## src/rtl/lsu_pkg.sv

```systemverilog
// Shared definitions for the load/store unit: RV32I funct3 codes and FSM state encoding.
package lsu_pkg;

    localparam logic [2:0] F3_B  = 3'd0;
    localparam logic [2:0] F3_H  = 3'd1;
    localparam logic [2:0] F3_W  = 3'd2;
    localparam logic [2:0] F3_BU = 3'd4;
    localparam logic [2:0] F3_HU = 3'd5;

    typedef enum logic [1:0] {
        S_IDLE = 2'd0,
        S_REQ  = 2'd1,
        S_RESP = 2'd2,
        S_DONE = 2'd3
    } lsu_state_t;

endpackage

```

## src/rtl/lsu_if.sv

```systemverilog
// Request, data-bus and register-file writeback signals of the load/store unit.
interface lsu_if;

    logic        req_valid;
    logic        req_ready;
    logic        req_we;
    logic [2:0]  req_funct3;
    logic [31:0] req_addr;
    logic [31:0] req_wdata;
    logic [4:0]  req_rd;

    logic        mem_valid;
    logic        mem_ready;
    logic        mem_we;
    logic [31:0] mem_addr;
    logic [31:0] mem_wdata;
    logic [3:0]  mem_wstrb;
    logic        mem_rvalid;
    logic [31:0] mem_rdata;

    logic        RUWr;
    logic [4:0]  rd;
    logic [31:0] datawr;
    logic        done;
    logic        err;

    // The unit itself
    modport slave (
        input  req_valid, req_we, req_funct3, req_addr, req_wdata, req_rd,
        input  mem_ready, mem_rvalid, mem_rdata,
        output req_ready, mem_valid, mem_we, mem_addr, mem_wdata, mem_wstrb,
        output RUWr, rd, datawr, done, err
    );

    // The surrounding core and memory
    modport master (
        output req_valid, req_we, req_funct3, req_addr, req_wdata, req_rd,
        output mem_ready, mem_rvalid, mem_rdata,
        input  req_ready, mem_valid, mem_we, mem_addr, mem_wdata, mem_wstrb,
        input  RUWr, rd, datawr, done, err
    );

endinterface

```

## src/rtl/lsu_align.sv

```systemverilog
// Combinational lane logic: store replication/strobes, load extraction/extension,
// and the alignment/funct3 legality check.
module lsu_align
    import lsu_pkg::*;
(
    input  logic        i_we,
    input  logic [2:0]  i_funct3,
    input  logic [1:0]  i_addrLo,
    input  logic [31:0] i_wdata,
    input  logic [31:0] i_rdata,
    output logic [31:0] o_wdata,
    output logic [3:0]  o_wstrb,
    output logic [31:0] o_ldata,
    output logic        o_illegal
);

    logic [7:0]  w_byte;
    logic [15:0] w_half;

    // funct3[1:0] encodes access size for both loads and stores
    always_comb begin
        if (i_we) begin
            o_illegal = (i_funct3 > F3_W);
        end else begin
            o_illegal = (i_funct3 == 3'd3) || (i_funct3 > F3_HU);
        end
        if ((i_funct3[1:0] == 2'd1) && i_addrLo[0]) begin
            o_illegal = 1'b1;
        end
        if ((i_funct3[1:0] == 2'd2) && (i_addrLo != 2'd0)) begin
            o_illegal = 1'b1;
        end
    end

    always_comb begin
        o_wdata = i_wdata;
        o_wstrb = 4'b0000;
        if (i_we) begin
            case (i_funct3)
                F3_B: begin
                    o_wdata = {4{i_wdata[7:0]}};
                    o_wstrb = 4'b0001 << i_addrLo;
                end
                F3_H: begin
                    o_wdata = {2{i_wdata[15:0]}};
                    o_wstrb = 4'b0011 << i_addrLo;
                end
                F3_W:    o_wstrb = 4'b1111;
                default: o_wstrb = 4'b0000;
            endcase
        end
    end

    always_comb begin
        case (i_addrLo)
            2'd0:    w_byte = i_rdata[7:0];
            2'd1:    w_byte = i_rdata[15:8];
            2'd2:    w_byte = i_rdata[23:16];
            default: w_byte = i_rdata[31:24];
        endcase
        w_half = i_addrLo[1] ? i_rdata[31:16] : i_rdata[15:0];
        case (i_funct3)
            F3_B:    o_ldata = {{24{w_byte[7]}}, w_byte};
            F3_H:    o_ldata = {{16{w_half[15]}}, w_half};
            F3_W:    o_ldata = i_rdata;
            F3_BU:   o_ldata = {24'd0, w_byte};
            F3_HU:   o_ldata = {16'd0, w_half};
            default: o_ldata = 32'd0;
        endcase
    end

endmodule

```

## src/rtl/load_store_unit.sv

```systemverilog
// Multi-cycle RV32I load/store engine: request latch, bus handshake FSM and
// one-cycle register-file writeback on load completion.
module load_store_unit
    import lsu_pkg::*;
(
    input  logic clk,
    input  logic reset,
    lsu_if.slave bus
);

    lsu_state_t  r_state;
    lsu_state_t  w_nextState;
    logic        r_we;
    logic [2:0]  r_funct3;
    logic [31:0] r_addr;
    logic [4:0]  r_rd;
    logic        r_err;
    logic [31:0] r_datawr;
    logic [31:0] r_memWdata;
    logic [3:0]  r_memWstrb;

    logic        w_idle;
    logic        w_accept;
    logic        w_alignWe;
    logic [2:0]  w_alignFunct3;
    logic [1:0]  w_alignAddrLo;
    logic [31:0] w_wdata;
    logic [3:0]  w_wstrb;
    logic [31:0] w_ldata;
    logic        w_illegal;

    assign w_idle   = (r_state == S_IDLE);
    assign w_accept = w_idle && bus.req_valid;

    // The aligner sees the incoming request while idle and the latched one afterwards
    assign w_alignWe     = w_idle ? bus.req_we         : r_we;
    assign w_alignFunct3 = w_idle ? bus.req_funct3     : r_funct3;
    assign w_alignAddrLo = w_idle ? bus.req_addr[1:0]  : r_addr[1:0];

    lsu_align u_align (
        .i_we      (w_alignWe),
        .i_funct3  (w_alignFunct3),
        .i_addrLo  (w_alignAddrLo),
        .i_wdata   (bus.req_wdata),
        .i_rdata   (bus.mem_rdata),
        .o_wdata   (w_wdata),
        .o_wstrb   (w_wstrb),
        .o_ldata   (w_ldata),
        .o_illegal (w_illegal)
    );

    always_ff @(posedge clk or negedge reset) begin
        if (!reset) begin
            r_state <= S_IDLE;
        end else begin
            r_state <= w_nextState;
        end
    end

    always_comb begin
        w_nextState = r_state;
        case (r_state)
            S_IDLE: begin
                if (bus.req_valid) begin
                    w_nextState = w_illegal ? S_DONE : S_REQ;
                end
            end
            S_REQ: begin
                if (bus.mem_ready) begin
                    w_nextState = r_we ? S_DONE : S_RESP;
                end
            end
            S_RESP: begin
                if (bus.mem_rvalid) begin
                    w_nextState = S_DONE;
                end
            end
            default: w_nextState = S_IDLE;
        endcase
    end

    always_ff @(posedge clk or negedge reset) begin
        if (!reset) begin
            r_we       <= 1'b0;
            r_funct3   <= 3'd0;
            r_addr     <= 32'd0;
            r_rd       <= 5'd0;
            r_err      <= 1'b0;
            r_datawr   <= 32'd0;
            r_memWdata <= 32'd0;
            r_memWstrb <= 4'd0;
        end else if (w_accept) begin
            r_we       <= bus.req_we;
            r_funct3   <= bus.req_funct3;
            r_addr     <= bus.req_addr;
            r_rd       <= bus.req_rd;
            r_err      <= w_illegal;
            r_datawr   <= 32'd0;
            r_memWdata <= w_wdata;
            r_memWstrb <= w_illegal ? 4'd0 : w_wstrb;
        end else if ((r_state == S_RESP) && bus.mem_rvalid) begin
            r_datawr <= w_ldata;
        end
    end

    assign bus.req_ready = w_idle;
    assign bus.mem_valid = (r_state == S_REQ);
    assign bus.mem_we    = (r_state == S_REQ) && r_we;
    assign bus.mem_addr  = {r_addr[31:2], 2'b00};
    assign bus.mem_wdata = r_memWdata;
    assign bus.mem_wstrb = r_memWstrb;
    assign bus.done      = (r_state == S_DONE);
    assign bus.err       = (r_state == S_DONE) && r_err;
    // rd=0 is the hardwired zero register, so it never gets a write pulse
    assign bus.RUWr      = (r_state == S_DONE) && !r_err && !r_we && (r_rd != 5'd0);
    assign bus.rd        = r_rd;
    assign bus.datawr    = r_datawr;

endmodule

```

## src/flat_wrapper.sv

```systemverilog
// flat-port wrapper written by rule: the top's interface ports become plain ports
module load_store_unit_flat import lsu_pkg::*;
  (clk, reset, bus_req_valid, bus_req_we, bus_req_funct3, bus_req_addr, bus_req_wdata, bus_req_rd, bus_mem_ready, bus_mem_rvalid, bus_mem_rdata, bus_req_ready, bus_mem_valid, bus_mem_we, bus_mem_addr, bus_mem_wdata, bus_mem_wstrb, bus_RUWr, bus_rd, bus_datawr, bus_done, bus_err);
  lsu_if bus_i ();
  input  logic clk;
  input  logic reset;
  input wire logic [$bits(bus_i.req_valid)-1:0] bus_req_valid;
  input wire logic [$bits(bus_i.req_we)-1:0] bus_req_we;
  input wire logic [$bits(bus_i.req_funct3)-1:0] bus_req_funct3;
  input wire logic [$bits(bus_i.req_addr)-1:0] bus_req_addr;
  input wire logic [$bits(bus_i.req_wdata)-1:0] bus_req_wdata;
  input wire logic [$bits(bus_i.req_rd)-1:0] bus_req_rd;
  input wire logic [$bits(bus_i.mem_ready)-1:0] bus_mem_ready;
  input wire logic [$bits(bus_i.mem_rvalid)-1:0] bus_mem_rvalid;
  input wire logic [$bits(bus_i.mem_rdata)-1:0] bus_mem_rdata;
  output wire logic [$bits(bus_i.req_ready)-1:0] bus_req_ready;
  output wire logic [$bits(bus_i.mem_valid)-1:0] bus_mem_valid;
  output wire logic [$bits(bus_i.mem_we)-1:0] bus_mem_we;
  output wire logic [$bits(bus_i.mem_addr)-1:0] bus_mem_addr;
  output wire logic [$bits(bus_i.mem_wdata)-1:0] bus_mem_wdata;
  output wire logic [$bits(bus_i.mem_wstrb)-1:0] bus_mem_wstrb;
  output wire logic [$bits(bus_i.RUWr)-1:0] bus_RUWr;
  output wire logic [$bits(bus_i.rd)-1:0] bus_rd;
  output wire logic [$bits(bus_i.datawr)-1:0] bus_datawr;
  output wire logic [$bits(bus_i.done)-1:0] bus_done;
  output wire logic [$bits(bus_i.err)-1:0] bus_err;
  assign bus_i.req_valid = bus_req_valid;
  assign bus_i.req_we = bus_req_we;
  assign bus_i.req_funct3 = bus_req_funct3;
  assign bus_i.req_addr = bus_req_addr;
  assign bus_i.req_wdata = bus_req_wdata;
  assign bus_i.req_rd = bus_req_rd;
  assign bus_i.mem_ready = bus_mem_ready;
  assign bus_i.mem_rvalid = bus_mem_rvalid;
  assign bus_i.mem_rdata = bus_mem_rdata;
  assign bus_req_ready = bus_i.req_ready;
  assign bus_mem_valid = bus_i.mem_valid;
  assign bus_mem_we = bus_i.mem_we;
  assign bus_mem_addr = bus_i.mem_addr;
  assign bus_mem_wdata = bus_i.mem_wdata;
  assign bus_mem_wstrb = bus_i.mem_wstrb;
  assign bus_RUWr = bus_i.RUWr;
  assign bus_rd = bus_i.rd;
  assign bus_datawr = bus_i.datawr;
  assign bus_done = bus_i.done;
  assign bus_err = bus_i.err;
  load_store_unit u_core (.clk(clk), .reset(reset), .bus(bus_i));
endmodule
```

## config.mk

```make
export PLATFORM = sky130hd
export DESIGN_NAME = load_store_unit_flat
export DESIGN_NICKNAME = d
export VERILOG_FILES = /design/src/rtl/lsu_pkg.sv /design/src/rtl/lsu_if.sv /design/src/rtl/lsu_align.sv /design/src/rtl/load_store_unit.sv /design/src/flat_wrapper.sv
export SDC_FILE = /design/constraint.sdc
export NUM_CORES = 1
export LEC_CHECK = 0
export CAP_MARGIN = 30
export CORE_ASPECT_RATIO = 1.1
export CORE_MARGIN = 2
export CORE_UTILIZATION = 45
export CTS_CLUSTER_SIZE = 16
export DETAILED_ROUTE_END_ITERATION = 10
export PLACE_DENSITY = 0.81
export SYNTH_ARGS = -nofsm -noshare
export SYNTH_HDL_FRONTEND = slang
export SYNTH_HIERARCHICAL = 1
export SYNTH_SLANG_ARGS = --single-unit
```

## constraint.sdc

```tcl
create_clock -name clk -period 3.6 [get_ports clk]
set_clock_uncertainty 0.2 [all_clocks]
set_input_delay 0.72 -clock clk [delete_from_list [all_inputs] [get_ports clk]]
set_output_delay 0.72 -clock clk [all_outputs]
set_load 0.02 [all_outputs]
```

=== Word-level counts from Yosys, hierarchy flattened ===
Cells that the tools add are included.

* Register bits: 112
* Output and inout bits: 111

* Magnitude comparators: 2
* Equal/unequal tests: 15
* Shift operators: 2
* Multiplexer cells: 22
* Reduce and logical (&&, ||, !) cells: 19

{| class="wikitable"
|+ Operators by type and width
! kind !! number
|-
| 32-bit case mux with 5 select lines || 1
|-
| 32-bit two-way mux || 3
|-
| 32-bit case mux with 2 select lines || 1
|-
| 8-bit case mux with 3 select lines || 1
|-
| 16-bit two-way mux || 1
|-
| 4-bit case mux with 3 select lines || 1
|-
| 2-bit two-way mux || 5
|-
| 1-bit logical AND || 9
|-
| 2-bit == test, second input constant || 4
|-
| 4-bit two-way mux || 2
|-
| 2-bit by 1-bit == test with 1-bit output, second input constant || 3
|-
| 3-bit by 2-bit == test with 1-bit output, second input constant || 2
|-
| 3-bit == test, second input constant || 2
|-
| 2-bit != test, second input constant || 3
|-
| 2-bit case mux with 3 select lines || 1
|-
| 1-bit two-way mux || 5
|-
| 5-bit nonzero test || 1
|-
| 2-bit logical NOT || 2
|-
| 2-bit nonzero test || 2
|-
| 1-bit by 2-bit left shift with 4-bit output, first input constant || 1
|-
| 2-bit by 2-bit left shift with 4-bit output, first input constant || 1
|-
| 3-bit by 1-bit == test with 1-bit output, second input constant || 1
|-
| 3-bit by 2-bit > comparator with 1-bit output, second input constant || 1
|-
| 3-bit > comparator, second input constant || 1
|-
| other kinds (5) || 6
|}

=== Logic depth before layout (Yosys ltp) ===
Gate-level depths: netlist (run 1).

* Word-level depth: 10
* Mapped depth: 12

=== Cells and area by module ===
The synthesis (run 1) kept the hierarchy.

{| class="wikitable"
|+ Modules (own cells, without submodules)
! module !! times used !! cells each !! area an instance (um2)
|-
| load_store_unit || 1 || 312 || 4575.6
|-
| lsu_align || 1 || 201 || 1437.6
|}

=== Worst setup path after synthesis (run 1) ===
No wires, ideal clock.

* Path type: register -> register
* From: reg u_core.r_state[0]
* To: reg u_core.r_memWdata[10], in the netlist u_core/bus.mem_wdata[10]
* Data arrival time: 2.656 ns
* Data required time: 3.275 ns
* Setup slack: 0.620 ns
* Stages on the path, launching flop included: 13
* Clock period less this slack: 2.980 ns
* Cells stage by stage: dfrtp_1 -> inv_1 -> ha_1 -> buf_4 -> mux2_2 -> buf_4 -> nor2_2 -> and2_4 -> buf_6 -> nor2b_4 -> buf_6 -> mux2_4 -> mux2_2

* Longest elaborated chain between the ends: 5
* Elaborated cells between the ends (all ways): 8
* Those cells by class: 1 x eq/ne; 4 x mux; 3 x reduce/logical

{| class="wikitable"
|+ Ends and longest elaborated chain
! what !! RTL line !! source
|-
| from (decl) || load_store_unit.sv:11 || <nowiki>lsu_state_t r_state;</nowiki>
|-
| from (signal assigned) || load_store_unit.sv:56 || <nowiki>r_state <= w_nextState;</nowiki>
|-
| 2-bit logical NOT (*) || load_store_unit.sv:32 || <nowiki>assign w_idle = (r_state == S_IDLE);</nowiki>
|-
| named net bus_req_ready || flat_wrapper.sv:16 || <nowiki>output wire logic [$bits(bus_i.req_ready)-1:0] bus_req_ready;</nowiki>
|-
| 3-bit two-way mux (*) || load_store_unit.sv:37 || <nowiki>assign w_alignFunct3 = w_idle ? bus.req_funct3 : r_funct3;</nowiki>
|-
| named net u_core.w_alignFunct3[2] || load_store_unit.sv:25 || <nowiki>logic [2:0] w_alignFunct3;</nowiki>
|-
| 3-bit by 1-bit == test with 1-bit output or 3-bit logical NOT (tied branches) || lsu_align.sv:39 || <nowiki>case (i_funct3)</nowiki>
|-
| 32-bit case mux with 2 select lines (*) || lsu_align.sv:39 ||
|-
| 32-bit two-way mux (*) || lsu_align.sv:38 || <nowiki>if (i_we) begin</nowiki>
|-
| named net u_core.w_wdata[10] || load_store_unit.sv:27 || <nowiki>logic [31:0] w_wdata;</nowiki>
|-
| to (signal assigned) || load_store_unit.sv:99 || <nowiki>r_memWdata <= w_wdata;</nowiki>
|-
| to (decl) || load_store_unit.sv:19 || <nowiki>logic [31:0] r_memWdata;</nowiki>
|}

The timed path passes the listed nets; every way through them passes the cells marked *.
A chain may end at the register's enable or synchronous reset.

=== Worst setup path after layout (run 1) ===
* From: reg u_core.r_state[1]
* To: reg u_core.r_datawr[15], in the netlist u_core/bus.datawr[15]

* Elaborated cells between the ends (all ways): 20
* Those cells by class: 7 x eq/ne; 7 x mux; 6 x reduce/logical

{| class="wikitable"
|+ RTL lines
! what !! RTL line !! source
|-
| 2-bit logical NOT (*) || load_store_unit.sv:32 ||
|-
| 3-bit two-way mux (*) || load_store_unit.sv:37 ||
|-
| named net u_core.w_alignFunct3[0] || load_store_unit.sv:25 ||
|-
| 3-bit == test, or another cell as far along || lsu_align.sv:62 || <nowiki>case (i_funct3)</nowiki>
|-
| 32-bit case mux with 5 select lines (*) || lsu_align.sv:62 ||
|-
| named net u_core.w_ldata[15] || load_store_unit.sv:29 || <nowiki>logic [31:0] w_ldata;</nowiki>
|-
| 32-bit two-way mux (*) || load_store_unit.sv:101 || <nowiki>end else if ((r_state == S_RESP) && bus.mem_rvalid) begin</nowiki>
|-
| 32-bit two-way mux (*) || load_store_unit.sv:92 || <nowiki>end else if (w_accept) begin</nowiki>
|-
| to (signal assigned) || load_store_unit.sv:102 || <nowiki>r_datawr <= w_ldata;</nowiki>
|-
| to (decl) || load_store_unit.sv:18 || <nowiki>logic [31:0] r_datawr;</nowiki>
|}

The timed path passes the listed nets; every way through them passes the cells marked *. The select of a mux whose other input is x is not followed.

==> flow_metrics.env, run 1 <==
export IMPL_clk_insertion_delay_late_ns=0.35
export IMPL_maxSlewViolCount=0
export IMPL_synthTopCellsByCount="112 x dfrtp_1, 98 x mux2_2, 45 x buf_4"
export IMPL_yosys_most_used_dff="dfrtp_1"
export IMPL_fillers=1035
export IMPL_hold_class="in2async"
export IMPL_start_util_pct=45.89
export IMPL_via_per_inst=5.483
export IMPL_drive_above_1_share_pct=20.77
export IMPL_period_needed_ns=3.160
export IMPL_coreArea_sq_mm=0.01310
export IMPL_rsz0062_at_grt="no"
export IMPL_ys_types=44
export IMPL_diodes=0
export IMPL_die_w_um=114.2
export IMPL_postLayoutCoreUtil_pct=63.15
export IMPL_finalSetupViolations=0
export IMPL_grt_max_degree=83
export IMPL_required_ns=3.69
export IMPL_cts_buffers=9
export IMPL_slew_headroom_pct=32.93
export IMPL_max_vdd_ir_drop_v=0.0004917
export IMPL_htreeDepth=3
export IMPL_antenna_found_initial=0
export IMPL_crit_path_end_kind="flop"
export IMPL_crit_chain="inv_1 > ha_1 > mux2_2 > nand2b_1 > nor2_1 > o21ai_0 > o211ai_1 > a22o_1"
export IMPL_drc_errors=0
export IMPL_synthCells=513
export IMPL_post_synth_top_count_cell="dfrtp_1"
export IMPL_area_growth_pct=37.60
export IMPL_ys_warn_count=6
export IMPL_die_h_um=125.2
export IMPL_layout_nets=792
export IMPL_maxCapViolations=0
export IMPL_yosys_area_share_adder_pct=1.248
export IMPL_synth_mux_area_share_pct=24.51
export IMPL_powerDensity_mw_per_mm2=910.4
export IMPL_power_leakage_nw=3.540
export IMPL_worst_setup_path_start_kind="flop"
export IMPL_status="completed"
export IMPL_synth_xor_area_share_pct=0
export IMPL_num_vias=4606
export IMPL_synth_seq_area_share_pct=46.61
export IMPL_cts_sinks=112
export IMPL_antenna_left=0
export IMPL_crit_path_top_delay_cell="nor2_1"
export IMPL_timing_fmax_mhz=316.4
export IMPL_synth_edf_count=0
export IMPL_synth_top_area_share_pct=46.61
export IMPL_drt_total_wl_mm=15.57
export IMPL_r2r_setup_slack_ns=0.44
export IMPL_worst_slew_pin_slew_ns=1.002
export IMPL_synth_top_family_by_area="multiplexers"
export IMPL_instances_no_fill=840
export IMPL_syn_area_sq_mm=0.006013
export IMPL_grt_overflow_total=0
export IMPL_dpl_instance_area_sq_mm=0.007994
export IMPL_ctsLongestPathBuffers=2
export IMPL_crit_arrival_ns=3.25
export IMPL_fin_crit_sh_pct=87.79
export IMPL_post_synth_cell_area_avg_sq_um=11.72
export IMPL_yosys_top_cells_area="dfrtp_1 47%, mux2_2 18%, buf_4 5.6%"
export IMPL_fin_tns_setup_ns=0
export IMPL_design_area_sq_mm=0.008274
export IMPL_dp_cells=825
export IMPL_yosysTopAreaCell="dfrtp_1"
export IMPL_io_pins=221
export IMPL_drt_iter0_drc=167
export IMPL_crit_fanout=16
export IMPL_critical_path_class="reg2reg"
export IMPL_grt_pass1_vias=4942
export IMPL_ys_seq_elements=112
export IMPL_cts_tree="yes"
export IMPL_synth_simple_area_share_pct=7.595
export IMPL_place_port_buffers=218
export IMPL_async_flop_share_pct=100.0
export IMPL_post_cts_buffers=0
export IMPL_grt_pass1_wl_mm=24.91
export IMPL_post_dp_hpwl_mm=11.59
export IMPL_root_buffer="clkbuf_16"
export IMPL_path_clk_slew_ns=0.07
export IMPL_hold_viol=0
export IMPL_synth_compound_area_share_pct=10.99
export IMPL_place_congestion=0.8504
export IMPL_dieArea_sq_mm=0.01430
export IMPL_row_count=44
export IMPL_drt_first_pass_iters=4
export IMPL_track_usage_pct=22.05
export IMPL_cts_hold_buffers=0
export IMPL_cts_resized=0
export IMPL_critical_path_max_stage_delay_ns=0.77
export IMPL_routedWlPerCell_um=18.54
## final cells by class
class	instances	area (sq um)	share of cell area [%]
Clock buffer	10	229.0	2.767
Clock inverter	4	23.77	0.2873
Inverter	7	26.28	0.3176
Multi-Input combinational cell	316	2681	32.41
Sequential cell	112	2803	33.87
Tap cell	161	201.4	2.435
Timing Repair Buffer	230	2310	27.91
## stage by stage
step | worst slack [ns] | hold WS, ns | power, W
floorplan | 0.6198 | 0.2244 | 0.005220
global placement | 0.4218 | 0.2670 | 0.006461
detailed placement | 0.3312 | 0.2745 | 0.006616
CTS | 0.4610 | 0.2071 | 0.007561
global route | 0.2433 | 0.2363 | 0.007985
finish | 0.4397 | 0.1859 | 0.007533
## layer usage
metal	vias to the layer above	part of all wire (%)	wire length, um	global-route usage, %
li1	2135	-	-	-
met1	2206	38	5905	25.36
met2	228	49	7678	36.73
met3	37	9.6	1498	7.562
met4	0	3.1	490	10.40
met5	-	0	0	0
## cells in the final DEF (no fill, tap or decap), types with 10 or more instances in the layout
cell type        instances
mux2i_1                 25
nor2_1                  19
a22o_1                  32
nand2_1                 16
nand3_1                 29
buf_4                   10
clkdlybuf4s50_1        217
nand2b_1                10
mux2_2                  98
a21oi_1                 14
dfrtp_1                112
## worst paths after layout
kind	from	endpoint	cells past startpoint
max	u_core/r_state[1]	u_core/bus.datawr[15]	8
min	reset	u_core/bus.mem_wdata[18]	1
max reg2reg	u_core/r_state[1]	u_core/bus.datawr[15]	8
min in group clk	u_core/bus.mem_wstrb[1]	u_core/bus.mem_wstrb[1]	2
min reg2reg	u_core/bus.mem_wstrb[1]	u_core/bus.mem_wstrb[1]	2
max in group asynchronous	reset	u_core/bus.mem_wdata[4]	2
## flip-flops by register name, summed over array words and instances (netlist names)
register / flops
u_core/bus.datawr: 32
u_core/bus.mem_wdata: 32
u_core/r_addr: 32
u_core/bus.rd: 5
u_core/bus.mem_wstrb: 4
u_core/r_funct3: 3
u_core/r_state: 2
u_core/r_err: 1
u_core/r_we: 1
## power breakdown
part,total [W],leakage (nW),switching [W],internal (W)
sequential,0.00213,1.39,0.000315,0.00181
clock,0.000903,0.128,0.000443,0.000460
combinational,0.00450,2.03,0.00225,0.00225
## critical path, delay by kind of cell, from the launching register on
family	cells	cell delay, ns
AO/OA/AOI/OAI	3	0.51
AND/OR/NAND/NOR	2	0.99
multiplexers	1	0.50
buffers and inverters	1	0.13
flip-flops	1	0.45
adder cells (fa/ha/maj)	1	0.31
## kinds of logic (layout without fill, tap and decap cells)
family / count (synthesis) / in the layout
buf+inv: 86 / 251
fa+ha+maj: 6 / 6
simple gates: 91 / 91
flops: 112 / 112
compound gates: 86 / 86
other cells: 1 / 2
mux: 131 / 131
Note: power is estimated with default switching activity, not from simulation.
==> run 2: changes to the inputs <==
--- a/config.mk
+++ b/config.mk
@@ -5,10 +5,11 @@
 export SDC_FILE = /design/constraint.sdc
 export NUM_CORES = 1
 export LEC_CHECK = 0
+export ABC_AREA = 1
 export CAP_MARGIN = 30
 export CORE_ASPECT_RATIO = 1.1
 export CORE_MARGIN = 2
-export CORE_UTILIZATION = 45
+export CORE_UTILIZATION = 46
 export CTS_CLUSTER_SIZE = 16
 export DETAILED_ROUTE_END_ITERATION = 10
 export PLACE_DENSITY = 0.81
==> run 2 against run 1 <==
  * Die area is 3.2% higher
  * Critical path depth is 5 lower
  * Via count is 30% higher
  * Sequential power hardly changed
  * Wire length is 16% higher
  * Register-to-register slack better by 0.12 ns
  * Critical endpoint is now bus_req_ready
==> flow_metrics.env, run 2 <==
export IMPL_synthTopCellsByCount="398 x nand2_1, 112 x dfrtp_1, 101 x nand3_1"
export IMPL_syn_area_sq_mm=0.006350
export IMPL_swShare_pct=47.27
export IMPL_antenna_found_initial=0
export IMPL_seqPwrFrac_pct=26.8
export IMPL_antenna_left=0
export IMPL_async_flop_share_pct=100.0
export IMPL_cts_sinks=112
export IMPL_routedWlPerCell_um=14.77
export IMPL_wl_met1_mm=7.549
export IMPL_drt_iter0_drc=471
export IMPL_multi_input_area_sq_mm=0.002715
export IMPL_post_cts_buffers=0
export IMPL_dr_wl_met2_mm=8.661
export IMPL_root_buffer="clkbuf_16"
export IMPL_grt_overflow_total=0
export IMPL_post_synth_top_count_cell="nand2_1"
export IMPL_post_synth_cell_area_avg_sq_um=7.341
export IMPL_p_comb_share_pct=60.8
export IMPL_cts_tree="yes"
export IMPL_layout_commonest_cell="nand2_1"
export IMPL_clock_power_share_pct=12.4
export IMPL_post_dp_hpwl_mm=12.87
export IMPL_yosys_most_used_dff="dfrtp_1"
export IMPL_worst_setup_path_start_kind="flop"
export IMPL_synth_top_area_share_pct=44.14
export IMPL_layout_nets=1141
export IMPL_yosys_top_cells_area="dfrtp_1 44%, nand2_1 24%, nand3_1 8.0%"
export IMPL_ys_types=26
export IMPL_fillers=1241
export IMPL_cts_hold_buffers=0
export IMPL_fin_crit_sh_pct=86.87
export IMPL_worst_slew_pin_slew_ns=0.8379
export IMPL_routed_wl_met3_mm=1.341
export IMPL_drive_above_1_share_pct=5.437
export IMPL_ys_warn_count=6
export IMPL_finalSetupViolations=0
export IMPL_crit_path_top_delay_cell="clkdlybuf4s50_1"
export IMPL_path_clk_slew_ns=0.07
export IMPL_htreeDepth=3
export IMPL_hold_class="in2async"
export IMPL_grt_pass1_vias=5675
export IMPL_ys_seq_elements=112
export IMPL_reg2reg_depth=13
export IMPL_power_switching_w=0.003749
export IMPL_synth_edf_count=0
export IMPL_routed_top_layer="met4"
export IMPL_r2r_start="u_core/r_state[1]"
export IMPL_required_ns=2.68
export IMPL_num_vias=5986
export IMPL_die_h_um=127.2
export IMPL_place_port_buffers=218
export IMPL_start_util_pct=46.60
export IMPL_maxSlewViolCount=0
export IMPL_power_leakage_nw=4.407
export IMPL_die_w_um=116.0
export IMPL_mostFrequentLayoutCells="398 x nand2_1, 217 x clkdlybuf4s50_1, 112 x dfrtp_1, 101 x nand3_1, 48 x inv_1"
export IMPL_hold_viol=0
export IMPL_via_per_inst=4.915
export IMPL_ff_latch_area_sq_mm=0.002803
export IMPL_period_needed_ns=3.127
export IMPL_drt_total_wl_mm=17.99
export IMPL_drc_errors=0
export IMPL_track_usage_pct=24.64
export IMPL_cts_resized=0
export IMPL_slew_headroom_pct=44.14
export IMPL_dieArea_sq_mm=0.01476
export IMPL_yosysTopAreaCell="dfrtp_1"
export IMPL_ctsLongestPathBuffers=2
export IMPL_crit_arrival_ns=2.21
export IMPL_critical_path_class="reg2out"
export IMPL_critical_path_buf_inv_count=2
export IMPL_synthCells=865
export IMPL_reg2reg_to="u_core/r_state[1]"
export IMPL_maxCapViolations=0
export IMPL_grt_pass1_wl_mm=28.95
export IMPL_coreArea_sq_mm=0.01363
export IMPL_drt_first_pass_iters=5
export IMPL_row_count=45
export IMPL_area_growth_pct=34.56
export IMPL_r2r_setup_slack_ns=0.56
export IMPL_rsz0062_at_grt="no"
export IMPL_max_vdd_ir_drop_v=0.0004155
export IMPL_crit_path_end_kind="output port"
export IMPL_clk_insertion_delay_late_ns=0.34
export IMPL_critical_path_max_stage_delay_ns=0.74
export IMPL_diodes=0
export IMPL_postLayoutCoreUtil_pct=62.71
export IMPL_cts_buffers=9
export IMPL_crit_fanout=17
export IMPL_timing_fmax_mhz=319.8
export IMPL_status="completed"
export IMPL_powerDensity_mw_per_mm2=928.1
export IMPL_fin_tns_setup_ns=0
export IMPL_p_int_w=0.004182
export IMPL_crit_family="buffers and inverters"
export IMPL_grt_max_degree=78
export IMPL_place_congestion=0.9754
export IMPL_io_pins=221
export IMPL_crit_chain="inv_1 > ha_1 > clkdlybuf4s50_1"
export IMPL_synth_seq_area_share_pct=44.14
## run 2: cell types whose count changed in the layout (fill, tap and decap cells not counted), sizes merged, moves of 10 or more
cell,delta
mux2,-106
o21ai,+28
nand2b,-10
mux2i,-25
nand3,+73
inv,+51
nand2,+389
a22o,-32
a21oi,+17
## run 2: metal layers
layer,vias to the layer above,global-route usage (%)
met3,28,6.357
met4,0,7.353
met1,2753,32.60
met2,219,39.90
met5,-,0
li1,2986,-
## run 2: power by group through the flow
stage	combinational (W)	clock (W)	sequential [W]
global placement	0.00474	0	0.00212
detailed placement	0.00480	0	0.00213
floorplan	0.00300	0	0.00248
CTS	0.00481	0.00101	0.00213
global route	0.00530	0.00106	0.00219
finish	0.00482	0.000985	0.00212
## run 2: final cells by class
cell class | count | area share (%)
clock buffer | 10 | 2.680
clock inverter | 6 | 0.7468
inverter | 55 | 2.445
multi-input combinational | 616 | 31.78
sequential | 112 | 32.80
tap | 188 | 2.753
timing repair buffer | 231 | 26.80
## run 2: metrics by stage
step	worst slack, ns	total power [W]	instance area [sq um]	hold slack (ns)	cells
after global routing	0.2301	0.008555	8544	0.2941	1218
after detailed placement	0.5799	0.006933	8252	0.2635	1202
after CTS	0.4424	0.007949	8544	0.2850	1218
after floorplan	0.7861	0.005479	6354	0.2244	866
final	0.4727	0.007931	8544	0.2490	1218
after global placement	0.6277	0.006866	8252	0.2604	1202
## run 2: worst max path at each step
stage,startpoint,end,slack [ns],cells past startpoint
after floorplan,u_core/r_state[0],u_core/bus.datawr[18],0.79,14
after CTS,u_core/r_state[1],bus_req_ready,0.44,3
after detailed placement,u_core/r_state[0],u_core/r_state[1],0.58,13
after global routing,u_core/r_state[0],u_core/r_state[1],0.23,13
final,u_core/r_state[1],bus_req_ready,0.47,3
after global placement,bus_req_addr[1],u_core/r_state[1],0.63,12
## run 2: cells by family (layout without fill, tap and decap cells)
group / after synthesis / in the layout / synth area share, %
and+or+nand+nor: 536 / 536 / 35.37
buffers and inverters: 138 / 302 / 13.22
DFF: 112 / 112 / 44.14
AOI/OAI and AO/OA: 72 / 72 / 6.029
adders and majority gates: 6 / 6 / 1.182
other: 1 / 2 / 0.05906
==> run 3: changes to the inputs <==
--- a/config.mk
+++ b/config.mk
@@ -12,7 +12,8 @@
 export CORE_UTILIZATION = 46
 export CTS_CLUSTER_SIZE = 16
 export DETAILED_ROUTE_END_ITERATION = 10
-export PLACE_DENSITY = 0.81
+export GPL_TIMING_DRIVEN = 1
+export PLACE_DENSITY = 0.87
 export SYNTH_ARGS = -nofsm -noshare
 export SYNTH_HDL_FRONTEND = slang
 export SYNTH_HIERARCHICAL = 1
==> run 3 against run 2 <==
  * Flip-flop and latch count stayed put
  * Die area stayed put
  * Worst setup slack worse by 0.0045 ns
  * Cell area is 0.21% higher
  * Critical endpoint unchanged
  * Largest cell class unchanged
==> flow_metrics.env, run 3 (same netlist as run 2, synthesis figures left out) <==
export IMPL_worstSetupEndpoint="bus_req_ready"
export IMPL_cts_sinks=112
export IMPL_track_usage_pct=24.53
export IMPL_start_util_pct=46.60
export IMPL_antenna_left=0
export IMPL_fin_tns_setup_ns=0
export IMPL_drt_first_pass_iters=5
export IMPL_row_count=45
export IMPL_grt_pass1_vias=5786
export IMPL_worst_setup_path_start_kind="flop"
export IMPL_timing_fmax_mhz=319.3
export IMPL_dieArea_sq_mm=0.01476
export IMPL_grt_pass1_wl_mm=28.51
export IMPL_cts_hold_buffers=0
export IMPL_dp_slack_ns=0.5379
export IMPL_mostFrequentLayoutCells="398 x nand2_1, 217 x clkdlybuf4s50_1, 112 x dfrtp_1, 101 x nand3_1, 48 x inv_1"
export IMPL_crit_arrival_ns=2.21
export IMPL_crit_path_end_kind="output port"
export IMPL_ctsLongestPathBuffers=2
export IMPL_num_vias=6018
export IMPL_cts_tree="yes"
export IMPL_startpoint="u_core/r_state[0]"
export IMPL_coreArea_sq_mm=0.01363
export IMPL_grt_max_degree=97
export IMPL_path_clk_slew_ns=0.07
export IMPL_reg2reg_to="u_core/bus.mem_wstrb[2]"
export IMPL_drc_errors=0
export IMPL_fin_crit_sh_pct=86.99
export IMPL_root_buffer="clkbuf_16"
export IMPL_die_w_um=116.0
export IMPL_reg2reg_depth=10
export IMPL_layout_nets=1140
export IMPL_worst_slack_ns=0.4683
export IMPL_htreeDepth=3
export IMPL_drt_iter0_drc=517
export IMPL_antenna_found_initial=0
export IMPL_worst_slew_pin_slew_ns=0.9992
export IMPL_power_leakage_nw=4.417
export IMPL_powerDensity_mw_per_mm2=938.1
export IMPL_r2r_setup_slack_ns=0.49
export IMPL_clk_insertion_delay_late_ns=0.35
export IMPL_hold_class="in2async"
export IMPL_hold_viol=0
export IMPL_crit_fanout=17
export IMPL_status="completed"
export IMPL_place_congestion=0.9750
export IMPL_period_needed_ns=3.132
export IMPL_place_port_buffers=218
export IMPL_finalSetupViolations=0
export IMPL_via_per_inst=4.949
export IMPL_layout_commonest_cell="nand2_1"
export IMPL_critical_path_class="reg2out"
export IMPL_maxSlewViolCount=0
export IMPL_max_vdd_ir_drop_v=0.0004182
export IMPL_cts_buffers=9
export IMPL_drt_total_wl_mm=17.87
export IMPL_postLayoutCoreUtil_pct=62.84
export IMPL_routedWlPerCell_um=14.70
export IMPL_die_h_um=127.2
export IMPL_diodes=0
export IMPL_rsz0062_at_grt="no"
export IMPL_post_dp_hpwl_mm=12.87
export IMPL_cts_resized=0
export IMPL_r2r_start="u_core/r_state[0]"
export IMPL_drive_above_1_share_pct=5.350
export IMPL_required_ns=2.68
export IMPL_io_pins=221
export IMPL_maxCapViolations=0
export IMPL_post_cts_buffers=0
export IMPL_grt_overflow_total=0
export IMPL_design_area_sq_mm=0.008562
export IMPL_dpl_instance_area_sq_mm=0.008244
export IMPL_slew_headroom_pct=33.38
export IMPL_total_power_w=0.008032
export IMPL_area_growth_pct=34.84
[run 3: cell types whose count changed in the layout (fill, tap and decap cells not counted), sizes merged]
cell and delta:
bufinv +2, inv -2, buf -1, clkbuf -1
[run 3: where the power goes]
part,leakage [nW],internal (W),switching (W)
Sequential,1.42,0.00180,0.000322
Combinational,2.84,0.00188,0.00295
Clock,0.153,0.000611,0.000466
Total,4.42,0.00430,0.00373
[run 3: how the worst min path moves through the flow]
stage	start	to	slack, ns	cells after the start
2_1_floorplan	reset	u_core/bus.datawr[0]	0.22	0
3_3_place_gp	u_core/r_addr[9]	u_core/r_addr[9]	0.26	2
3_5_place_dp	u_core/bus.mem_wdata[28]	u_core/bus.mem_wdata[28]	0.26	2
4_1_cts	reset	u_core/bus.mem_wdata[12]	0.26	1
5_1_grt	reset	u_core/bus.mem_wdata[2]	0.29	1
6_report	reset	u_core/bus.mem_wdata[4]	0.23	1
[run 3: per-stage QoR]
step | cells | hold WS [ns]
after global routing | 1216 | 0.2859
after floorplan | 866 | 0.2244
after detailed placement | 1201 | 0.2635
final | 1216 | 0.2293
after CTS | 1216 | 0.2612
after global placement | 1201 | 0.2601
[run 3: critical path: stages, from the launching register on]
cell and delay, ns:
dfrtp_1 0.45, inv_1 0.11, ha_1 0.57, clkdlybuf4s50_1 0.74
[run 3: area by class of cell]
class / instances / area [sq um]
multi-input combinational: 616 / 2715
inverter: 55 / 209.0
sequential: 112 / 2803
clock buffer: 9 / 225.2
fill: 1215 / 5064
timing repair buffer: 230 / 2282
tap: 188 / 235.2
clock inverter: 6 / 92.59
[run 3: per-layer routing]
metal / track usage, % / share of wire, % / vias up
met1: 31.45 / 40 / 2741
met3: 7.163 / 8.9 / 35
met4: 8.473 / 2.4 / 0
met2: 39.70 / 48 / 272
met5: 0 / 0 / -
li1: - / - / 2970
